`src/rtl/stroke_render.sv`:
```
// Rasterises stroke points as square gray brushes into canvas pixel writes.
// Ports: pt_* point stream in (valid/ready), px_* pixel writes out, stroke_done pulse.
module stroke_render #(
  parameter int IMG_W = 64,
  parameter int IMG_H = 64,
  parameter int CW    = 8,
  parameter int DW    = 8,
  parameter int MAX_R = 7,
  parameter int AW    = 12
) (
  input  logic          clk,
  input  logic          rst,
  input  logic          pt_valid,
  output logic          pt_ready,
  input  logic [CW-1:0] pt_x,
  input  logic [CW-1:0] pt_y,
  input  logic [DW-1:0] pt_color,
  input  logic [3:0]    pt_radius,
  input  logic          pt_last,
  output logic          px_valid,
  input  logic          px_ready,
  output logic [AW-1:0] px_addr,
  output logic [DW-1:0] px_data,
  output logic          stroke_done
);

  typedef enum logic {IDLE, RENDER} state_t;

  localparam logic signed [CW+1:0] WL = (CW+2)'(IMG_W);
  localparam logic signed [CW+1:0] HL = (CW+2)'(IMG_H);

  state_t state, state_n;

  logic [CW-1:0] x_q, y_q;
  logic [DW-1:0] color_q;
  logic          last_q;
  logic [3:0]    r_q;
  logic signed [CW+1:0] dx_q, dy_q;

  logic [3:0]           rc;
  logic signed [CW+1:0] rs, cx, cy;
  logic                 in_b, adv, at_end, acc;

  assign rc = (pt_radius > 4'(MAX_R)) ? 4'(MAX_R) : pt_radius;
  assign rs = signed'((CW+2)'(r_q));

  // Widened signed candidate so edges near 0 or 255 never wrap.
  assign cx = signed'({2'b00, x_q}) + dx_q;
  assign cy = signed'({2'b00, y_q}) + dy_q;

  assign in_b = (state == RENDER)
             && !cx[CW+1] && (cx < WL)
             && !cy[CW+1] && (cy < HL);

  assign pt_ready = (state == IDLE);
  assign acc      = pt_valid && pt_ready;

  assign px_valid = in_b;
  assign px_addr  = in_b ? (AW'(cy) * AW'(IMG_W) + AW'(cx)) : '0;
  assign px_data  = color_q;

  assign adv    = !px_valid || px_ready;
  assign at_end = (dx_q == rs) && (dy_q == rs);

  always_comb begin
    state_n = state;
    unique case (state)
      IDLE:   if (pt_valid) state_n = RENDER;
      RENDER: if (adv && at_end) state_n = IDLE;
      default: state_n = IDLE;
    endcase
  end

  always_ff @(posedge clk or negedge rst) begin
    if (!rst) begin
      state       <= IDLE;
      x_q         <= '0;
      y_q         <= '0;
      color_q     <= '0;
      last_q      <= 1'b0;
      r_q         <= '0;
      dx_q        <= '0;
      dy_q        <= '0;
      stroke_done <= 1'b0;
    end else begin
      state       <= state_n;
      stroke_done <= (state == RENDER) && adv && at_end && last_q;
      if (acc) begin
        x_q     <= pt_x;
        y_q     <= pt_y;
        color_q <= pt_color;
        last_q  <= pt_last;
        r_q     <= rc;
        dx_q    <= -signed'((CW+2)'(rc));
        dy_q    <= -signed'((CW+2)'(rc));
      end else if (state == RENDER && adv) begin
        if (dx_q == rs) begin
          dx_q <= -rs;
          dy_q <= dy_q + 1'b1;
        end else begin
          dx_q <= dx_q + 1'b1;
        end
      end
    end
  end

endmodule

```
`config.mk`:
```
export PLATFORM = sky130hd
export DESIGN_NAME = stroke_render
export DESIGN_NICKNAME = d
export VERILOG_FILES = /design/src/rtl/stroke_render.sv
export SDC_FILE = /design/constraint.sdc
export NUM_CORES = 1
export LEC_CHECK = 0
export ABC_CLOCK_PERIOD_IN_PS = 5950
export CAP_MARGIN = 20
export CORE_ASPECT_RATIO = 0.8
export CORE_MARGIN = 2
export CORE_UTILIZATION = 53
export CTS_CLUSTER_SIZE = 12
export DETAILED_ROUTE_END_ITERATION = 8
export PLACE_DENSITY = 0.76
export SYNTH_ARGS = -nofsm -noshare
export SYNTH_HDL_FRONTEND = slang
export SYNTH_SLANG_ARGS = --single-unit
```
`constraint.sdc`:
```
create_clock -name clk -period 5.95 [get_ports clk]
set_input_delay 1.785 -clock clk [delete_from_list [all_inputs] [get_ports clk]]
set_output_delay 1.785 -clock clk [all_outputs]
set_load 0.05 [all_outputs]
```
==> flow_metrics.py, run 1 <==
metrics = {
    "finish": {
        "regArea_mm2": 0.001276,
        "synthToLayoutAreaGrowth_pct": 17.96,
        "stdcell_count": 607,
        "nets": 580,
        "diodes": 0,
        "n_fill_cell": 641,
        "drive_above_1_share": 0.06770,
        "multi_input_area_mm2": 0.002474,
    },
    "clock_tree": {
        "cts_tree": "done",
        "post_cts_buffers": 0,
        "cts_num_sinks": 51,
        "clkTransAtPathRegs_ns": 0.11,
        "clk_latency_ns": 0.32,
        "htree_levels": 2,
        "cts.path.max_buffers": 2,
        "numCtsBuffers": 5,
        "root_buffer": "clkbuf_8",
    },
    "run_status": {
        "status": "completed",
    },
    "floorplan": {
        "core.rowCount": 28,
        "io_pins": 56,
        "die_area_mm2": 0.008124,
        "die_x_um": 100.3,
        "die_h_um": 81.02,
        "start_util": 0.5393,
        "core_area_mm2": 0.007287,
    },
    "timing": {
        "rsz0062_at_grt": "no",
        "setup_violations": 0,
        "layout_setup_ws_ns": 0.2136,
        "fmax_mhz": 174.3,
        "period_share": 0.9641,
        "maxSlewViolCount": 0,
        "hold_slack_ns": 0.4745,
        "fin_skew_ns": 0.01249,
        "worstMarginPinSlew_ns": 0.9469,
        "finalHoldViolations": 0,
        "max_slew_margin": 0.3672,
        "setup_tns_ns": 0,
        "fin_crit_ns": 5.736,
    },
    "global_routing": {
        "antenna_found_initial": 0,
        "grt_max_degree": 50,
        "grt_pass1_wl_um": 16660,
        "grt_pass1_vias": 3520,
        "grt_usage": 0.2558,
        "grt_overflow": 0,
    },
    "drt": {
        "drt_first_pass_iters": 5,
        "dr_total_vias": 3677,
        "drc": 0,
        "drt_wl_total_um": 10020,
        "drt-initial-drc-count": 262,
        "ant_nets": 0,
        "routedWlPerCell_um": 16.50,
        "vias_per_cell": 6.058,
    },
    "synth": {
        "syn_area_per_cell_um2": 8.256,
        "synth-seq-cells": 51,
        "synth_edf_count": 0,
        "synthDistinctLibCells": 62,
        "netlist_instances": 476,
        "syn_area_mm2": 0.003930,
        "synth_ff_type": "dfrtp_1",
        "syn_nets": 540,
        "synth_seq_area_share": 0.3247,
        "yosys_warnings": 0,
        "synthArstFlopShare": 1.000,
    },
    "worst_setup_path": {
        "critPathRequiredTime_ns": 4.16,
        "reg2reg_slack_ns": 2.41,
        "setup.worst_path.class": "flop to output pin",
        "start_kind": "flop",
        "endpoint_kind": "output pin",
        "crit_fanout": 9,
        "arrival_ns": 3.95,
    },
    "power_and_ir_drop": {
        "pwr-share-comb": 0.558,
        "power.internal_mw": 0.9274,
        "pwr-share-clk": 0.127,
        "seqPwrFrac": 0.314,
        "p_sw_mw": 0.7566,
        "vdd_drop_max_uv": 153.6,
        "power_per_cell_area_mw_per_mm2": 363.3,
        "power.total_mw": 1.684,
        "swShare": 0.4493,
        "cellLeakagePower_nw": 2.335,
    },
    "placement": {
        "dpl.cell_count": 598,
        "dp_hpwl_um": 7276,
        "gp_congestion": 0.9433,
        "dp_slack_ns": 0.2584,
        "numPortBuffers": 55,
    },
    "worst_hold_path": {
        "hp-class": "flop to flop",
    },
    "run": {
        "max_cap_viol_count": 0,
    },
}
worst max-delay path, stage by stage (launching register included):
cell and delay (ns):
dfrtp_1 0.48, ha_1 0.26, fa_1 0.44, a211oi_2 0.33, nor4b_1 0.11, or4b_4 0.56, nor4_2 0.15, o21a_2 0.21
nand4_2 0.26, inv_2 0.20, and2_1 0.14, clkdlybuf4s15_1 0.49
placed cells by master, fill, tap and decap left out, types with 3 or more instances in the layout:
cell type        count
nand2_1            103
dfrtp_1             51
clkdlybuf4s50_1     41
nor2_1              36
ha_1                28
a21oi_1             22
inv_1               19
nand3_1             18
xnor2_1             13
a31oi_1             12
a21o_1              11
xor2_1              10
a211oi_1            10
nand4_1              9
o211ai_1             9
o21ai_0              8
and2_1               8
dlymetal6s2s_1       8
mux2i_1              7
or2_2                5
nor4_1               5
clkbuf_8             5
nor4b_1              4
and3_1               4
o31ai_1              4
buf_4                4
nor3_1               3
and4_1               3
a311oi_1             3
fa_1                 3
clkdlybuf4s15_1      3
final cells by class:
class	count	area share
multi-input combinational	378	0.5336
tap	90	0.02429
clock buffer	6	0.01565
clock inverter	2	0.003509
timing repair buffer	60	0.1314
sequential	51	0.2753
inverter	20	0.01619
synth_stat cells (2+ instances only):
cell type | instances | area (um^2)
nand2_1 | 103 | 386.6
dfrtp_1 | 51 | 1276
nor2_1 | 36 | 135.1
ha_1 | 28 | 350.3
a21oi_1 | 22 | 110.1
inv_1 | 19 | 71.32
clkbuf_1 | 18 | 67.56
nand3_1 | 18 | 90.09
xnor2_1 | 13 | 113.9
a31oi_1 | 12 | 75.07
a21o_1 | 11 | 82.58
a211oi_1 | 10 | 75.07
xor2_1 | 10 | 87.58
nand4_1 | 9 | 56.30
o211ai_1 | 9 | 67.56
and2_1 | 8 | 50.05
o21ai_0 | 8 | 40.04
mux2i_1 | 7 | 70.07
buf_1 | 5 | 18.77
nor4_1 | 5 | 31.28
or2_2 | 5 | 31.28
and3_1 | 4 | 25.02
nor4b_1 | 4 | 35.03
o31ai_1 | 4 | 30.03
a311oi_1 | 3 | 26.28
and4_1 | 3 | 26.28
fa_1 | 3 | 60.06
nor2b_1 | 3 | 18.77
nor3_1 | 3 | 15.01
a211o_1 | 2 | 17.52
a211oi_2 | 2 | 25.02
a221oi_1 | 2 | 17.52
a221oi_2 | 2 | 30.03
a311o_1 | 2 | 20.02
and2_4 | 2 | 17.52
buf_2 | 2 | 10.01
o2111ai_1 | 2 | 17.52
o31a_1 | 2 | 17.52
sequential cells by signal (all words and copies together), names as in the netlist:
name and cells:
y_q 8, last_q 1, x_q 8, dx_q 10, dy_q 10, state 1, px_data 8, r_q 4
stroke_done 1
power by group through the flow:
| stage | clock network [mW] | registers, mW | logic [mW] |
|---|---|---|---|
| after CTS | 0.219 | 0.526 | 0.935 |
| after floorplan | 0 | 0.510 | 0.734 |
| after global routing | 0.231 | 0.540 | 1.06 |
| after detailed placement | 0 | 0.533 | 0.930 |
| after global placement | 0 | 0.530 | 0.902 |
| final | 0.214 | 0.529 | 0.940 |
metrics by stage:
| stage | instance area [um^2] | util |
|---|---|---|
| after floorplan | 3930 | - |
| after global placement | 4513 | 0.6193 |
| after detailed placement | 4513 | 0.6193 |
| after CTS | 4596 | 0.6307 |
| after global routing | 4636 | 0.6362 |
| final | 4636 | 0.6362 |
repair_timing:
item / in CTS / in global routing
setup endpoints to repair: 5 / 12
gates resized for setup: 5 / 13
hold buffers: 0 / 0
path summary, 6_finish.rpt:
| kind | startpoint | to | cells past startpoint |
|---|---|---|---|
| setup reg to reg | dy_q[0] | dy_q[3] | 10 |
| min in group asynchronous | rst | x_q[5] | 1 |
| hold / removal | last_q | last_q | 2 |
| hold reg to reg | last_q | last_q | 2 |
| setup / recovery | dy_q[0] | px_addr[6] | 11 |
| max in group asynchronous | rst | y_q[2] | 2 |
metal layers:
layer | global-route usage | wire [um] | vias to the layer above
li1 | - | - | 1776
met1 | 0.3421 | 4560 | 1755
met2 | 0.4490 | 4802 | 135
met3 | 0.03098 | 540 | 11
met4 | 0.05479 | 114 | 0
met5 | 0 | 0 | -
kinds of logic (layout without fill, tap and decap cells):
group / after synthesis / in the layout / share of synthesized area
other: 1 / 1 / 0.0009542
AOI/OAI and AO/OA: 103 / 103 / 0.1888
adders and majority gates: 31 / 31 / 0.1044
muxes: 8 / 8 / 0.02165
DFF: 51 / 51 / 0.3247
buffers and inverters: 47 / 88 / 0.04775
and+or+nand+nor: 212 / 212 / 0.2604
xor gates and xnor gates: 23 / 23 / 0.05126
No activity file was read; power rests on OpenSTA's default activity.
==> inputs of run 2 (changes only) <==
--- a/config.mk
+++ b/config.mk
@@ -5,6 +5,7 @@
 export SDC_FILE = /design/constraint.sdc
 export NUM_CORES = 1
 export LEC_CHECK = 0
+export ABC_AREA = 1
 export ABC_CLOCK_PERIOD_IN_PS = 5950
 export CAP_MARGIN = 20
 export CORE_ASPECT_RATIO = 0.8
==> run 2 against run 1 <==
  * Synthesized cell count up 22%
  * Via count up 3.3%
  * Worst setup slack better by 0.26 ns
  * Routed wire length down 0.56%
  * Clock skew down 0.0070 ns
  * Flip-flop and latch count unchanged
  * Register-to-register slack better by 0.49 ns
==> flow_metrics.py, run 2 <==
metrics = {
    "global_routing": {
        "grt_overflow": 0,
        "met1_usage": 0.3853,
        "grt_use_met3": 0.03442,
        "grt_max_degree": 52,
        "grt_usage": 0.2577,
        "antenna_found_initial": 0,
        "grt_pass1_wl_um": 16580,
        "busiest_layer": "met2",
        "grt_use_met2": 0.4007,
        "grt_pass1_vias": 3539,
    },
    "drt": {
        "ant_nets": 0,
        "dr_total_vias": 3798,
        "drt_wl_total_um": 9961,
        "drc": 0,
        "drt_first_pass_iters": 5,
        "drt-initial-drc-count": 208,
        "routedWlPerCell_um": 13.85,
        "vias_per_cell": 5.282,
    },
    "clock_tree": {
        "cts_num_sinks": 51,
        "cts.path.max_buffers": 2,
        "root_buffer": "clkbuf_8",
        "post_cts_buffers": 0,
        "numCtsBuffers": 5,
        "hold_buffers": 0,
        "htree_levels": 2,
        "clkTransAtPathRegs_ns": 0.10,
        "cts_tree": "done",
        "clk_latency_ns": 0.30,
    },
    "finish": {
        "final_area_mm2": 0.004656,
        "drive_above_1_share": 0.06359,
        "reg_top3": "dx_q: 10 flops, dy_q: 10 flops",
        "synthToLayoutAreaGrowth_pct": 17.42,
        "stdcell_count": 719,
        "final_common_cell": "nand2_1",
        "mostFrequentLayoutCells": "212 x nand2_1, 64 x inv_1, 52 x clkdlybuf4s50_1",
        "diodes": 0,
        "nets": 692,
    },
    "floorplan": {
        "die_x_um": 100.7,
        "core.rowCount": 28,
        "die_h_um": 81.36,
        "core_area_mm2": 0.007322,
        "io_pins": 56,
        "start_util": 0.5415,
        "die_area_mm2": 0.008193,
    },
    "synth": {
        "netlist_instances": 580,
        "synth.area.top_cells": "dfrtp_1 32%, nand2_1 20%, ha_1 8.8%, inv_1 6.1%, nand3_1 4.3%",
        "syn_nets": 644,
        "synth_edf_count": 0,
        "yosys_warnings": 0,
        "syn_area_mm2": 0.003965,
        "synthDistinctLibCells": 35,
        "synthArstFlopShare": 1.000,
        "yosysMostFrequentCell": "nand2_1",
        "yosysTopAreaCell": "dfrtp_1",
        "syn_area_per_cell_um2": 6.836,
        "synth_ff_type": "dfrtp_1",
        "synth-seq-cells": 51,
        "synthTopCellsByCount": "212 x nand2_1, 64 x inv_1, 51 x dfrtp_1, 37 x nor2_1, 34 x nand3_1",
        "synth_seq_area_share": 0.3219,
        "synth_top_area_frac": 0.3219,
    },
    "worst_setup_path": {
        "r2r_cells": 17,
        "reg2reg_slack_ns": 2.90,
        "crit_slowest_cell": "clkdlybuf4s50_1",
        "rr_startpoint": "dx_q[0]",
        "arrival_ns": 3.69,
        "max_stage_delay_ns": 0.80,
        "endpoint_kind": "output pin",
        "reg2reg_to": "dy_q[6]",
        "cp-startpoint": "dx_q[0]",
        "crit_fanout": 5,
        "setup.worst_path.class": "flop to output pin",
        "crit_chain": "ha_1, fa_1, nand2_1, nand2_1, nand3b_1, nand2_1, nand2_2, nand2_1, ha_1, fa_1, xnor2_1, nor2_2, clkdlybuf4s50_1",
        "start_kind": "flop",
        "critPathCapture": "px_addr[8]",
        "critPathRequiredTime_ns": 4.16,
        "critPathMostFrequentCell": "nand2_1",
    },
    "timing": {
        "fin_crit_ns": 5.472,
        "maxSlewViolCount": 0,
        "setup_tns_ns": 0,
        "hold_slack_ns": 0.4768,
        "rsz0062_at_grt": "no",
        "finalHoldViolations": 0,
        "max_slew_margin": 0.3563,
        "fmax_mhz": 182.8,
        "layout_setup_ws_ns": 0.4782,
        "setup_violations": 0,
        "period_share": 0.9196,
        "fin_skew_ns": 0.005466,
        "worstMarginPinSlew_ns": 0.9645,
    },
    "placement": {
        "gp_congestion": 0.9236,
        "dpl_cell_area_mm2": 0.004566,
        "dpl.cell_count": 711,
        "dp_hpwl_um": 7649,
        "numPortBuffers": 55,
        "dp_slack_ns": 0.5845,
    },
    "worst_hold_path": {
        "hp-start": "px_data[7]",
        "hp-class": "flop to flop",
    },
    "power_and_ir_drop": {
        "cellLeakagePower_nw": 2.532,
        "vdd_drop_max_uv": 194.6,
        "power_per_cell_area_mw_per_mm2": 420.0,
    },
    "run_status": {
        "status": "completed",
    },
    "run": {
        "max_cap_viol_count": 0,
    },
}
==> run 2: cell count changes after synthesis, moves of 10 or more <==
cell / previous run / this run
nand3_1: 18 / 34
clkbuf_1: 18 / 7
o21ai_1: 0 / 10
a31oi_1: 12 / 1
o21ai_0: 8 / 25
a211oi_1: 10 / 0
nor2_2: 0 / 11
nand2_1: 103 / 212
a21o_1: 11 / 0
inv_1: 19 / 64
==> run 2: worst min-delay path by stage <==
stage | end | slack, ns | cells past startpoint
floorplan | x_q[0] | 0.45 | 2
global placement | px_data[1] | 0.45 | 2
detailed placement | px_data[4] | 0.46 | 2
CTS | px_data[4] | 0.48 | 2
global route | y_q[2] | 0.51 | 2
finish | px_data[7] | 0.48 | 2
==> run 2: through the flow <==
step / util / power, mW
after floorplan: - / 1.457
after global placement: 0.6235 / 1.706
after detailed placement: 0.6235 / 1.742
after CTS: 0.6352 / 1.951
after global routing: 0.6359 / 2.168
final: 0.6359 / 1.956
==> run 2: cell type report <==
class	instances	area (um^2)
tap	90	112.6
clock buffer	6	72.57
multi-input combinational	446	2361
timing repair buffer	58	573.1
inverter	66	247.7
fill	702	2666
clock inverter	2	12.51
sequential	51	1276
==> run 2: repair_timing <==
item                                    CTS  global route
gates resized for setup                   0             2
hold endpoints to repair                  0             0
endpoints found under the setup margin    0             2
==> run 2: worst max-delay path, delay by kind of cell, from the launching register on <==
kind / cells / cell delay, ns
adders and majority gates: 4 / 1.34
buffers and inverters: 1 / 0.80
and+or+nand+nor: 7 / 0.62
DFF: 1 / 0.44
xor gates and xnor gates: 1 / 0.17
==> run 2: layer usage <==
layer  part of all wire  wire length [um]  vias up
met5                  0                 0        -
li1                   -                 -     1934
met1               0.50              4940     1744
met2               0.44              4387      110
met4             0.0079                79        0
met3              0.056               554       10
==> run 2: report_power, final <==
group | switching (mW) | internal (mW) | total, mW
combinational | 0.714 | 0.467 | 1.18
sequential | 0.136 | 0.436 | 0.572
clock | 0.120 | 0.0826 | 0.203
==> run 2: kinds of logic after synthesis <==
kind of cell	after synthesis	share of synthesized area
xor gates and xnor gates	24	0.05302
DFF	51	0.3219
buffers and inverters	83	0.08331
other	1	0.0009458
AOI/OAI and AO/OA	61	0.08236
and+or+nand+nor	329	0.3550
adders and majority gates	31	0.1035
==> inputs of run 3 (changes only) <==
--- a/config.mk
+++ b/config.mk
@@ -14,6 +14,7 @@
 export CTS_CLUSTER_SIZE = 12
 export DETAILED_ROUTE_END_ITERATION = 8
 export PLACE_DENSITY = 0.76
+export SLEW_MARGIN = 10
 export SYNTH_ARGS = -nofsm -noshare
 export SYNTH_HDL_FRONTEND = slang
 export SYNTH_SLANG_ARGS = --single-unit
==> results of run 3 <==
Final layout, timing and power as in run 2 (identical DEF).
